--- src/rtl/mem_access_ctrl_pkg.sv ---
// Shared constants for the memory stage: aluop codes, FSM states and lane helpers.
package mem_access_ctrl_pkg;

    localparam logic        WriteEnable  = 1'b1;
    localparam logic        WriteDisable = 1'b0;
    localparam logic [31:0] ZeroWord     = 32'h0000_0000;
    localparam logic [4:0]  NOPRegAddr   = 5'b00000;

    localparam logic [7:0] EXE_NOP_OP = 8'b0000_0000;
    localparam logic [7:0] EXE_ADD_OP = 8'b0010_0000;
    localparam logic [7:0] EXE_OR_OP  = 8'b0010_0101;
    localparam logic [7:0] EXE_LB_OP  = 8'b1110_0000;
    localparam logic [7:0] EXE_LH_OP  = 8'b1110_0001;
    localparam logic [7:0] EXE_LW_OP  = 8'b1110_0011;
    localparam logic [7:0] EXE_LBU_OP = 8'b1110_0100;
    localparam logic [7:0] EXE_LHU_OP = 8'b1110_0101;
    localparam logic [7:0] EXE_SB_OP  = 8'b1110_1000;
    localparam logic [7:0] EXE_SH_OP  = 8'b1110_1001;
    localparam logic [7:0] EXE_SW_OP  = 8'b1110_1011;

    typedef enum logic [1:0] {
        ST_IDLE,
        ST_WAIT,
        ST_DONE
    } mem_state_e;

    function automatic logic is_load(input logic [7:0] op);
        return (op == EXE_LB_OP) || (op == EXE_LBU_OP) || (op == EXE_LH_OP) ||
               (op == EXE_LHU_OP) || (op == EXE_LW_OP);
    endfunction

    function automatic logic is_store(input logic [7:0] op);
        return (op == EXE_SB_OP) || (op == EXE_SH_OP) || (op == EXE_SW_OP);
    endfunction

    function automatic logic is_half(input logic [7:0] op);
        return (op == EXE_LH_OP) || (op == EXE_LHU_OP) || (op == EXE_SH_OP);
    endfunction

    function automatic logic is_word(input logic [7:0] op);
        return (op == EXE_LW_OP) || (op == EXE_SW_OP);
    endfunction

    function automatic logic [31:0] store_lanes(input logic [7:0] op, input logic [31:0] d);
        case (op)
            EXE_SB_OP: return {4{d[7:0]}};
            EXE_SH_OP: return {2{d[15:0]}};
            default:   return d;
        endcase
    endfunction

endpackage

--- src/rtl/mem_access_ctrl_load_align.sv ---
// Big-endian lane select and load extraction (sign/zero extend) for one access.
module mem_load_align
    import mem_access_ctrl_pkg::*;
(
    input  logic [1:0]  addr_i,
    input  logic [7:0]  aluop_i,
    input  logic [31:0] rdata_i,
    output logic [31:0] ldata_o,
    output logic [3:0]  sel_o
);

    logic [7:0]  byte_v;
    logic [15:0] half_v;

    always_comb begin
        ldata_o = '0;
        sel_o   = '0;
        byte_v  = '0;
        half_v  = '0;
        case (aluop_i)
            EXE_LB_OP, EXE_LBU_OP, EXE_SB_OP: begin
                case (addr_i)
                    2'b00:   begin byte_v = rdata_i[31:24]; sel_o = 4'b1000; end
                    2'b01:   begin byte_v = rdata_i[23:16]; sel_o = 4'b0100; end
                    2'b10:   begin byte_v = rdata_i[15:8];  sel_o = 4'b0010; end
                    default: begin byte_v = rdata_i[7:0];   sel_o = 4'b0001; end
                endcase
                ldata_o = (aluop_i == EXE_LB_OP) ? {{24{byte_v[7]}}, byte_v} : {24'b0, byte_v};
            end
            EXE_LH_OP, EXE_LHU_OP, EXE_SH_OP: begin
                half_v  = addr_i[1] ? rdata_i[15:0] : rdata_i[31:16];
                sel_o   = addr_i[1] ? 4'b0011 : 4'b1100;
                ldata_o = (aluop_i == EXE_LH_OP) ? {{16{half_v[15]}}, half_v} : {16'b0, half_v};
            end
            EXE_LW_OP, EXE_SW_OP: begin
                sel_o   = 4'b1111;
                ldata_o = rdata_i;
            end
            default: ;
        endcase
    end

endmodule

--- src/rtl/mem_access_ctrl.sv ---
// Memory-stage engine: ALU pass-through, bus req/ack for loads/stores with timeout.
// Optional MEM_ALIGN_EXC_EN: misaligned accesses raise excp_misalign_o instead of being forced aligned.
module mem_access_ctrl
    import mem_access_ctrl_pkg::*;
#(
    parameter int unsigned TIMEOUT_CYCLES = 16,
    parameter int unsigned CNT_W          = 5
) (
    input  logic        clk,
    input  logic        rst,
    input  logic [4:0]  wd_i,
    input  logic        wreg_i,
    input  logic [31:0] wdata_i,
    input  logic [7:0]  aluop_i,
    input  logic [31:0] mem_addr_i,
    input  logic [31:0] store_data_i,
    output logic [4:0]  wd_o,
    output logic        wreg_o,
    output logic [31:0] wdata_o,
    output logic        stallreq_o,
    output logic        bus_req_o,
    output logic        bus_we_o,
    output logic [31:0] bus_addr_o,
    output logic [3:0]  bus_sel_o,
    output logic [31:0] bus_wdata_o,
    input  logic        bus_ack_i,
    input  logic [31:0] bus_rdata_i,
    output logic        bus_err_o
`ifdef MEM_ALIGN_EXC_EN
    ,
    output logic        excp_misalign_o
`endif
);

    mem_state_e      state_q;
    logic [CNT_W-1:0] cnt_q;
    logic             bus_req_q, bus_we_q, err_q;
    logic [31:0]      bus_addr_q, bus_wdata_q, result_q;
    logic [3:0]       bus_sel_q;

    logic        ld, st, mem_op, access;
    logic [31:0] addr_eff, ldata;
    logic [3:0]  sel;

    assign ld     = is_load(aluop_i);
    assign st     = is_store(aluop_i);
    assign mem_op = ld | st;

`ifdef MEM_ALIGN_EXC_EN
    logic misalign;
    assign misalign = (is_half(aluop_i) & mem_addr_i[0]) | (is_word(aluop_i) & (|mem_addr_i[1:0]));
    assign addr_eff = mem_addr_i;
    assign access   = mem_op & ~misalign;
`else
    always_comb begin
        addr_eff = mem_addr_i;
        if (is_half(aluop_i)) addr_eff[0] = 1'b0;
        if (is_word(aluop_i)) addr_eff[1:0] = 2'b00;
    end
    assign access = mem_op;
`endif

    // result_q is zero after a timeout, so extraction naturally yields 0
    mem_load_align u_align (
        .addr_i  (addr_eff[1:0]),
        .aluop_i (aluop_i),
        .rdata_i (result_q),
        .ldata_o (ldata),
        .sel_o   (sel)
    );

    always_ff @(posedge clk) begin
        if (rst) begin
            state_q     <= ST_IDLE;
            cnt_q       <= '0;
            bus_req_q   <= 1'b0;
            bus_we_q    <= 1'b0;
            bus_addr_q  <= '0;
            bus_sel_q   <= '0;
            bus_wdata_q <= '0;
            err_q       <= 1'b0;
            result_q    <= '0;
        end else begin
            err_q <= 1'b0;
            case (state_q)
                ST_IDLE: begin
                    if (access) begin
                        bus_req_q   <= 1'b1;
                        bus_we_q    <= st;
                        bus_addr_q  <= {addr_eff[31:2], 2'b00};
                        bus_sel_q   <= sel;
                        bus_wdata_q <= store_lanes(aluop_i, store_data_i);
                        cnt_q       <= '0;
                        state_q     <= ST_WAIT;
                    end
                end
                ST_WAIT: begin
                    if (bus_ack_i) begin
                        result_q  <= bus_rdata_i;
                        bus_req_q <= 1'b0;
                        state_q   <= ST_DONE;
                    end else if (cnt_q == CNT_W'(TIMEOUT_CYCLES - 1)) begin
                        result_q  <= '0;
                        bus_req_q <= 1'b0;
                        err_q     <= 1'b1;
                        state_q   <= ST_DONE;
                    end else begin
                        cnt_q <= cnt_q + 1'b1;
                    end
                end
                ST_DONE: state_q <= ST_IDLE;
                default: state_q <= ST_IDLE;
            endcase
        end
    end

    assign bus_req_o   = bus_req_q;
    assign bus_we_o    = bus_we_q;
    assign bus_addr_o  = bus_addr_q;
    assign bus_sel_o   = bus_sel_q;
    assign bus_wdata_o = bus_wdata_q;
    assign bus_err_o   = err_q;

    always_comb begin
        wd_o       = NOPRegAddr;
        wreg_o     = WriteDisable;
        wdata_o    = ZeroWord;
        stallreq_o = 1'b0;
`ifdef MEM_ALIGN_EXC_EN
        excp_misalign_o = 1'b0;
`endif
        if (!rst) begin
            wd_o       = wd_i;
            wreg_o     = wreg_i;
            wdata_o    = wdata_i;
            stallreq_o = (state_q == ST_WAIT) || ((state_q == ST_IDLE) && access);
            if (st) wreg_o = WriteDisable;
            if (ld) wdata_o = ldata;
`ifdef MEM_ALIGN_EXC_EN
            if ((state_q == ST_IDLE) && mem_op && misalign) begin
                excp_misalign_o = 1'b1;
                wreg_o          = WriteDisable;
            end
`endif
        end
    end

endmodule

--- config.mk ---
export PLATFORM = sky130hd
export DESIGN_NAME = mem_access_ctrl
export DESIGN_NICKNAME = d
export VERILOG_FILES = /design/src/rtl/mem_access_ctrl_pkg.sv /design/src/rtl/mem_access_ctrl_load_align.sv /design/src/rtl/mem_access_ctrl.sv
export SDC_FILE = /design/constraint.sdc
export NUM_CORES = 1
export LEC_CHECK = 0
export ABC_CLOCK_PERIOD_IN_PS = 7400
export BUFFER_PORTS_ARGS = -buffer_cell sky130_fd_sc_hd__buf_4
export CAP_MARGIN = 40
export CELL_PAD_IN_SITES_DETAIL_PLACEMENT = 1
export CELL_PAD_IN_SITES_GLOBAL_PLACEMENT = 2
export CORE_AREA = 2 2 145 147
export CTS_CLUSTER_DIAMETER = 100
export DETAILED_ROUTE_END_ITERATION = 10
export DIE_AREA = 0 0 147 149
export GPL_TIMING_DRIVEN = 1
export MAX_ROUTING_LAYER = met4
export PLACE_DENSITY = 0.94
export RECOVER_POWER = 25
export SLEW_MARGIN = 20
export SYNTH_ARGS = -nofsm -noshare
export SYNTH_HDL_FRONTEND = slang
export SYNTH_HIERARCHICAL = 1
export SYNTH_SLANG_ARGS = --single-unit
--- constraint.sdc ---
create_clock -name clk -period 7.4 [get_ports clk]
set_clock_uncertainty 0.1 [all_clocks]
set_input_delay 1.48 -clock clk [delete_from_list [all_inputs] [get_ports clk]]
set_output_delay 1.48 -clock clk [all_outputs]
set_load 0.01 [all_outputs]
## After elaboration in Yosys (flattened, before gate mapping)

Index checks and enable logic that the tools add are counted.

| word-level totals | value |
|---|---|
| input bits | 145 |
| register bits after elaboration | 108 |

| cells by class | value |
|---|---|
| add/subtract/negate cells | 1 |
| mux-type cells | 32 |
| equal/unequal tests | 16 |
| bitwise logic cells | 2 |
| reductions and logical operators | 24 |

Operators by type and width:

| kind | number |
|---|---|
| $mux W32 | 6 |
| $pmux W32 S3 | 1 |
| $eq A8 B8 Y1 const B | 8 |
| $pmux W32 S2 | 1 |
| $pmux W4 S3 | 2 |
| $pmux W8 S3 | 1 |
| $mux W5 | 4 |
| $mux W16 | 1 |
| $logic_or A1 B1 Y1 | 10 |
| $pmux W5 S2 | 1 |
| $reduce_or A3 Y1 | 3 |
| $mux W1 | 8 |
| $mux W2 | 4 |
| $ne A2 B2 Y1 const B | 3 |
| $reduce_and A2 Y1 | 3 |
| $add A5 B1 Y5 const B | 1 |
| $eq A5 B4 Y1 const B | 1 |
| $eq A2 B1 Y1 const B | 2 |
| $logic_not A2 Y1 | 2 |
| $mux W4 | 1 |
| $pmux W2 S2 | 1 |
| $reduce_and A4 Y1 | 1 |
| $reduce_bool A2 Y1 | 2 |
| $ne A3 B3 Y1 const B | 1 |
| other kinds (7) | 7 |

## Depth between registers and ports, before layout

Gate-level depths: netlist of run 1.

| logic depth | value |
|---|---|
| depth after elaboration | 11 |
| gate-level depth with buffers | 12 |
| mapped depth without buffers | 8 |

## Modules after synthesis

The synthesis of run 1 kept the hierarchy.

Modules (own cells, without submodules):

| module | area an instance (um^2) | cells an instance | times used |
|---|---|---|---|
| mem_access_ctrl | 4,667.0 | 602 | 1 |
| mem_load_align | 757.0 | 95 | 1 |

## Least setup slack after synthesis of run 1

Ideal clock, no wire load.

| timing | value |
|---|---|
| path kind | input to output |
| start point | input aluop_i[0] |
| end point | output wdata_o[21] |
| arrival time | 3,597 ps |
| path slack | 2,223 ps |
| buffers on the path | 4 |
| stages | 12 |
| path through | clkbuf_1 > clkbuf_1 > nand2_1 > o31a_1 > buf_2 > mux2_2 > nand3b_1 > a21oi_4 > buf_6 > a21o_1 > nand2_1 > a21oi_1 |

| between the ends | value |
|---|---|
| elaborated cells between the ends (all ways) | 30 |

RTL lines:

| element | RTL line | text |
|---|---|---|
| start, declared | mem_access_ctrl.sv:14 | `input logic [7:0] aluop_i,` |
| $eq A8 B8 Y1 | mem_access_ctrl_pkg.sv:41 | `return (op == EXE_LW_OP) \|\| (op == EXE_SW_OP);` |
| $logic_or A1 B1 Y1 (*) | mem_access_ctrl_pkg.sv:41 |  |
| $mux W2 (*) | mem_access_ctrl.sv:58 | `if (is_word(aluop_i)) addr_eff[1:0] = 2'b00;` |
| net addr_eff[1] | mem_access_ctrl.sv:42 | `logic [31:0] addr_eff, ldata;` |
| $eq A2 B2 Y1 (tied with other cells) | mem_access_ctrl_load_align.sv:22 | `case (addr_i)` |
| $pmux W8 S3 | mem_access_ctrl_load_align.sv:22 |  |
| $mux W32 | mem_access_ctrl_load_align.sv:28 | `ldata_o = (aluop_i == EXE_LB_OP) ? {{24{byte_v[7]}}, byte_v} : {24'b0, byte_v};` |
| $pmux W32 S3 (*) | mem_access_ctrl_load_align.sv:20 | `case (aluop_i)` |
| net ldata[21] | mem_access_ctrl.sv:42 |  |
| $mux W32 (*) | mem_access_ctrl.sv:138 | `if (ld) wdata_o = ldata;` |
| $mux W32 (*) | mem_access_ctrl.sv:132 | `if (!rst) begin` |
| end, declared | mem_access_ctrl.sv:19 | `output logic [31:0] wdata_o,` |

The timed path passes the listed nets; every way through them passes the cells marked *.

## Worst setup path in the final report of run 1

| timing | value |
|---|---|
| start point | input rst |
| end point | output wdata_o[12] |

| between the ends | value |
|---|---|
| word-level cells in the longest chain between the ends | 1 |

Ends and longest elaborated chain:

| element | RTL line | text |
|---|---|---|
| start, declared | mem_access_ctrl.sv:10 | `input logic rst,` |
| $mux W32 | mem_access_ctrl.sv:132 |  |

No other way between the ends.

==> flow_metrics.env, run 1 <==
export IMPL_core_area_mm2=0.0206
export IMPL_route_detailed_wl_per_inst_um=17.7
export IMPL_worstPathArrival_ns=4.16
export IMPL_min_period_ns=5.74
export IMPL_synth_top_cells_by_area="dfxtp_1, nand2_1, a21oi_1"
export IMPL_io_buffer_count=252
export IMPL_worst_path_dominant_cell_family="buffers and inverters"
export IMPL_holdBufCountCts=0
export IMPL_cp_data_required_time_ns=5.82
export IMPL_violations="max-capacitance violations, max-slew violations"
export IMPL_grt_use_total_pct=19.1
export IMPL_post_route_period_util_pct=77.6
export IMPL_core_rowCount=53
export IMPL_maxCapViolCount=1
export IMPL_drt_iter0_markers=311
export IMPL_cts_repair_resized=0
export IMPL_cpPeakStageDelay_ns=2.04
export IMPL_path_clk_slew_ns=0.08
export IMPL_powerDensity_mw_per_mm2=167
export IMPL_cts_tree="built"
export IMPL_fin_area_mm2=0.00772
export IMPL_synth_top_cell_area_share_pct=39.9
export IMPL_clk_latency_ns=0.36
export IMPL_initial_core_util_pct=26.4
export IMPL_drive_gt1_share_pct=30.8
export IMPL_syn_area_mm2=0.00542
export IMPL_synth_edf_count=0
export IMPL_hp_class="flop to flop"
export IMPL_yosys_area_top_type="dfxtp_1"
export IMPL_grt_pass1_wl_um=32200
export IMPL_critPathSlowestCell="clkbuf_2"
export IMPL_setup_tns_ns=0
export IMPL_synth_ff_type="dfxtp_1"
export IMPL_cts_sinks=108
export IMPL_rsz0062_at_grt="no"
export IMPL_io_pins=255
export IMPL_async_flop_share_pct=0
export IMPL_grt_pass1_vias=5820
export IMPL_die_area_mm2=0.0219
export IMPL_worst_pin_slew_ns=3.00
export IMPL_dr_pass1_iters=5
export IMPL_maxSlewHeadroom_pct=-100
export IMPL_hold_violations=0
export IMPL_grt_max_degree=150
export IMPL_cp_buffers_inverters=3
export IMPL_ys_seq_area_share_pct=39.9
export IMPL_cts_made_buffers=9
export IMPL_crit_path_start_kind="input port"
export IMPL_gp_congestion=0.786
export IMPL_synth_avg_cell_area_um2=7.78
export IMPL_drt_wl_total_um=21000
export IMPL_root_buffer="clkbuf_16"
export IMPL_clock_fmax_ghz=0.174
export IMPL_netlist_instances=697
export IMPL_vias=5855
export IMPL_cp_max_fo=149
export IMPL_antennaDiodeCount=0
export IMPL_drc=0
export IMPL_cts_buffer_depth=2
export IMPL_synth_seq_cells=108
export IMPL_setup_violations=0
export IMPL_hpwl_um=14800
export IMPL_yosys_warnings=6
export IMPL_area_growth_pct=42.3
export IMPL_vdd_ir_drop_worst_mv=0.104
export IMPL_end_kind="primary output"
export IMPL_gr_total_overflow=0
export IMPL_cts_htree_levels=3
export IMPL_placed_cell_area_mm2=0.00749
export IMPL_antenna_left=0
export IMPL_via_per_inst=4.94
export IMPL_postCtsSetupRepairBufs=0
export IMPL_cp_cell_sequence="clkbuf_4 -> clkbuf_2 -> a21oi_1 -> buf_4"
export IMPL_yosysUniqueCellTypes=54
export IMPL_die_h_um=149
export IMPL_status="complete, but fails checks"
export IMPL_antenna_found_initial=0
export IMPL_crit_type="input port to primary output"
export IMPL_final_nets=1052
export IMPL_fillerInstances=2553
export IMPL_p_leak_uw=0.00326
export IMPL_die_width_um=147
export IMPL_slew_viol_final=150
## power breakdown
part	switching [uW]	internal, uW	total [uW]
sequential	4.49	587	592
combinational	77.3	89.6	167
clock	255	272	527
total	337	949	1290
## cells by family after synthesis
| kind of cell | synth area share [%] |
|---|---|
| AO/OA/AOI/OAI | 24.5 |
| XOR/XNOR | 0.485 |
| adder cells (fa/ha/maj) | 0.461 |
| buffers and inverters | 5.49 |
| flip-flops | 39.9 |
| multiplexers | 3.30 |
| other | 0.0691 |
| AND/OR/NAND/NOR | 25.9 |
## final timing paths
| path | end | startpoint | slack (ns) | depth (start not counted) |
|---|---|---|---|---|
| worst max register to register | bus_wdata_o[10]$_SDFFE_PP0P_ | state_q[1]$_SDFFE_PP0P_ | 4.87 | 5 |
| worst min register to register | bus_addr_o[14]$_SDFFE_PP0P_ | bus_addr_o[14]$_SDFFE_PP0P_ | 0.36 | 2 |
| worst min-delay path | bus_addr_o[14]$_SDFFE_PP0P_ | bus_addr_o[14]$_SDFFE_PP0P_ | 0.36 | 2 |
| worst max-delay path | wdata_o[12] | rst | 1.66 | 4 |
## metal layers
| metal | track usage (%) | up-vias | part of all wire, % |
|---|---|---|---|
| met5 | - | - | 0 |
| met4 | 5.58 | 0 | 1.6 |
| met3 | 4.16 | 21 | 6.6 |
| met2 | 30.7 | 192 | 48 |
| met1 | 24.2 | 2789 | 44 |
| li1 | - | 2853 | - |
## state kept, by name (all words and copies together), names as in the netlist
| signal | cells |
|---|---|
| bus_wdata_o | 32 |
| state_q | 2 |
| bus_req_o | 1 |
| bus_err_o | 1 |
| bus_sel_o | 4 |
| bus_addr_o | 30 |
| bus_we_o | 1 |
| result_q | 32 |
| cnt_q | 5 |
## final cells by class
type	count	area, um^2	share of cell area (%)
Inverter	3	11.3	0.146
Tap cell	275	344	4.46
Clock inverter	7	91.3	1.18
Timing Repair Buffer	260	1880	24.3
Clock buffer	9	225	2.92
Multi-Input combinational cell	523	3010	38.9
Sequential cell	108	2160	28.0
## Yosys cell counts (all sizes together) (3+ instances only)
master,instances
a22oi,39
nor4b,4
o21ai,8
and4b,4
nand3b,19
o31ai,18
a311oi,8
a221o,8
mux4,7
a21o,16
nor2,63
a211oi,9
inv,3
nor2b,16
nand2,184
nor3,4
a21oi,83
nand2b,4
clkbuf,41
dfxtp,108
buf,23
## metrics by stage
step | total power, uW | util [%] | instances | hold WS (ns) | worst slack [ns]
2_1_floorplan | 668 | - | 698 | 0.366 | 2.22
5_1_grt | 1340 | 37.5 | 1185 | 0.380 | 1.39
3_3_place_gp | 772 | 36.4 | 1168 | 0.343 | 1.71
3_5_place_dp | 775 | 36.4 | 1169 | 0.349 | 1.91
4_1_cts | 1310 | 38.0 | 1185 | 0.361 | 1.90
6_report | 1290 | 37.5 | 1185 | 0.356 | 1.66
## worst min-delay path, stage by stage (launching register included)
cell and delay [ns]:
dfxtp_1 0.31, nand2_1 0.05, a21oi_1 0.05
## cell usage in the layout, fill, tap and decap left out, types with 3 or more instances in the layout
master and count:
a211oi_1 6, a21o_1 16, a21oi_1 82, a221o_1 8, a22oi_1 39, a311oi_1 8
and4b_1 4, buf_4 237, clkbuf_1 20, clkbuf_16 9, dfxtp_1 108, inv_1 3
inv_6 3, mux4_2 7, nand2_1 184, nand2b_1 3, nand3b_1 19, nor2_1 62
nor2b_1 16, nor3_1 4, o21ai_0 7, o31ai_1 18
No activity file was read; power rests on OpenSTA's default activity.
==> inputs of run 2 (changes only) <==
--- a/config.mk
+++ b/config.mk
@@ -5,18 +5,18 @@
 export SDC_FILE = /design/constraint.sdc
 export NUM_CORES = 1
 export LEC_CHECK = 0
-export ABC_CLOCK_PERIOD_IN_PS = 7400
+export ABC_CLOCK_PERIOD_IN_PS = 5020
 export BUFFER_PORTS_ARGS = -buffer_cell sky130_fd_sc_hd__buf_4
 export CAP_MARGIN = 40
 export CELL_PAD_IN_SITES_DETAIL_PLACEMENT = 1
 export CELL_PAD_IN_SITES_GLOBAL_PLACEMENT = 2
-export CORE_AREA = 2 2 145 147
+export CORE_AREA = 2 2 161 163
 export CTS_CLUSTER_DIAMETER = 100
 export DETAILED_ROUTE_END_ITERATION = 10
-export DIE_AREA = 0 0 147 149
+export DIE_AREA = 0 0 163 165
 export GPL_TIMING_DRIVEN = 1
 export MAX_ROUTING_LAYER = met4
-export PLACE_DENSITY = 0.94
+export PLACE_DENSITY = 0.83
 export RECOVER_POWER = 25
 export SLEW_MARGIN = 20
 export SYNTH_ARGS = -nofsm -noshare
==> constraint.sdc (replaced) <==
create_clock -name clk -period 5.02 [get_ports clk]
set_clock_uncertainty 0.1 [all_clocks]
set_input_delay 1.004 -clock clk [delete_from_list [all_inputs] [get_ports clk]]
set_output_delay 1.004 -clock clk [all_outputs]
set_load 0.01 [all_outputs]
==> run 2 against run 1 <==
  * The run now ends clean
  * Via count barely moved
  * Non-clock buffer count rose by 9
  * Combinational power rose by 48%
  * First-iteration DRC count fell by 29%
  * Cell count rose by 5.5%
  * Sequential share of layout area fell by 0.11 points
  * Clock power rose by 45%
  * Clock-buffer cell count did not move
  * Critical path type unchanged
  * Largest cell class unchanged
==> flow_metrics.env, run 2 (same netlist as run 1, synthesis figures left out) <==
export IMPL_status="complete, no violations"
export IMPL_initial_core_util_pct=21.7
export IMPL_antenna_left=0
export IMPL_worstHoldStart="bus_addr_o[14]$_SDFFE_PP0P_"
export IMPL_slew_viol_final=0
export IMPL_cts_repair_resized=0
export IMPL_mostFrequentLayoutCell="buf_4"
export IMPL_via_per_inst=4.69
export IMPL_dr_pass1_iters=4
export IMPL_cts_sinks=108
export IMPL_holdBufCountCts=0
export IMPL_area_growth_pct=42.9
export IMPL_core_rowCount=58
export IMPL_die_width_um=163
export IMPL_die_h_um=165
export IMPL_drt_iter0_markers=220
export IMPL_p_leak_uw=0.00317
export IMPL_r2r_end="bus_wdata_o[26]$_SDFFE_PP0P_"
export IMPL_antenna_found_initial=1
export IMPL_worstPathArrival_ns=3.26
export IMPL_timing_rr_start="state_q[1]$_SDFFE_PP0P_"
export IMPL_gp_congestion=0.785
export IMPL_hp_class="flop to flop"
export IMPL_min_period_ns=4.37
export IMPL_hpwl_um=16000
export IMPL_whs_endpoint="bus_addr_o[14]$_SDFFE_PP0P_"
export IMPL_vdd_ir_drop_worst_mv=0.135
export IMPL_grt_pass1_vias=5662
export IMPL_grt_max_degree=60
export IMPL_maxCapViolCount=0
export IMPL_clk_latency_ns=0.35
export IMPL_ff2ff_path_depth=4
export IMPL_root_buffer="clkbuf_16"
export IMPL_end_kind="primary output"
export IMPL_drive_gt1_share_pct=27.9
export IMPL_clock_fmax_ghz=0.229
export IMPL_path_clk_slew_ns=0.07
export IMPL_worst_pin_slew_ns=1.28
export IMPL_drc=0
export IMPL_gr_total_overflow=0
export IMPL_grt_pass1_wl_um=32400
export IMPL_post_route_period_util_pct=87.0
export IMPL_powerDensity_mw_per_mm2=243
export IMPL_cts_htree_levels=3
export IMPL_fin_area_mm2=0.00775
export IMPL_holdWs_ns=0.356
export IMPL_vias=5860
export IMPL_cts_tree="built"
export IMPL_io_buffer_count=252
export IMPL_final_nets=1061
export IMPL_min_path_cells=2
export IMPL_drt_wl_total_um=21700
export IMPL_r2r_slack_ns=2.86
export IMPL_route_detailed_wl_per_inst_um=17.4
export IMPL_maxSlewHeadroom_pct=14.4
export IMPL_postCtsSetupRepairBufs=0
export IMPL_rsz0062_at_grt="no"
export IMPL_cp_max_fo=16
export IMPL_hold_violations=0
export IMPL_crit_path_start_kind="input port"
export IMPL_die_area_mm2=0.0269
export IMPL_io_pins=255
export IMPL_core_area_mm2=0.0250
export IMPL_most_common_layout_cells="buf_4, nand2_1, dfxtp_1, a21oi_1, nor2_1"
export IMPL_crit_type="input port to primary output"
export IMPL_cts_buffer_depth=2
export IMPL_setup_violations=0
export IMPL_setup_tns_ns=0
export IMPL_cts_made_buffers=9
export IMPL_placed_cell_area_mm2=0.00764
export IMPL_cp_data_required_time_ns=3.92
export IMPL_grt_use_total_pct=16.0
## run 2: cell count changes in the layout (fill, tap and decap cells not counted)
cell | previous run | this run
clkinv_4 | 0 | 2
buf_6 | 1 | 0
buf_16 | 0 | 1
buf_2 | 0 | 1
clkbuf_1 | 20 | 53
clkbuf_4 | 1 | 0
diode_2 | 0 | 1
clkinv_8 | 1 | 0
buf_4 | 237 | 213
clkbuf_2 | 1 | 0
buf_8 | 0 | 1
inv_6 | 3 | 2
## run 2: worst max path at each step
stage | from | endpoint | cells after the start
after floorplan | aluop_i[0] | wdata_o[21] | 12
after global placement | aluop_i[4] | wdata_o[17] | 10
after detailed placement | aluop_i[4] | wdata_o[16] | 10
after CTS | aluop_i[4] | wdata_o[16] | 10
after global routing | aluop_i[4] | wdata_o[16] | 10
final | aluop_i[4] | wdata_o[16] | 10
## run 2: power breakdown
group	internal (uW)	switching [uW]	total (uW)
clock network	397	366	763
registers	866	6.31	872
logic	131	115	247
## run 2: layer usage
metal,wire (um),global-route usage (%)
met5,0,-
met4,206,2.78
met3,1640,4.62
met2,10400,26.4
met1,9500,19.7
## run 2: area by class of cell
| class | instances | area, um^2 |
|---|---|---|
| antenna | 1 | 2.50 |
| fill | 3036 | 17300 |
| clock buffer | 9 | 225 |
| sequential | 108 | 2160 |
| multi-input combinational | 523 | 3010 |
| clock inverter | 7 | 83.8 |
| timing repair buffer | 269 | 1850 |
| tap | 330 | 413 |
| inverter | 3 | 11.3 |
## run 2: through the flow
stage / total power [uW] / cells / util (%) / setup slack [ns]
finish: 1880 / 1250 / 30.9 / 0.653
CTS: 1930 / 1249 / 31.7 / 0.692
global placement: 1140 / 1230 / 30.3 / 0.716
detailed placement: 1150 / 1233 / 30.5 / 0.696
floorplan: 985 / 698 / - / 0.795
global route: 1970 / 1250 / 30.9 / 0.478
## run 2: critical path: stages
cell and delay, ns:
buf_4 0.12, nand4b_4 0.24, o31a_1 0.47, mux2_2 0.28, nand3b_1 0.12, a21oi_4 0.52, a21o_1 0.14, nand2_1 0.05
a21oi_1 0.15, buf_4 0.16
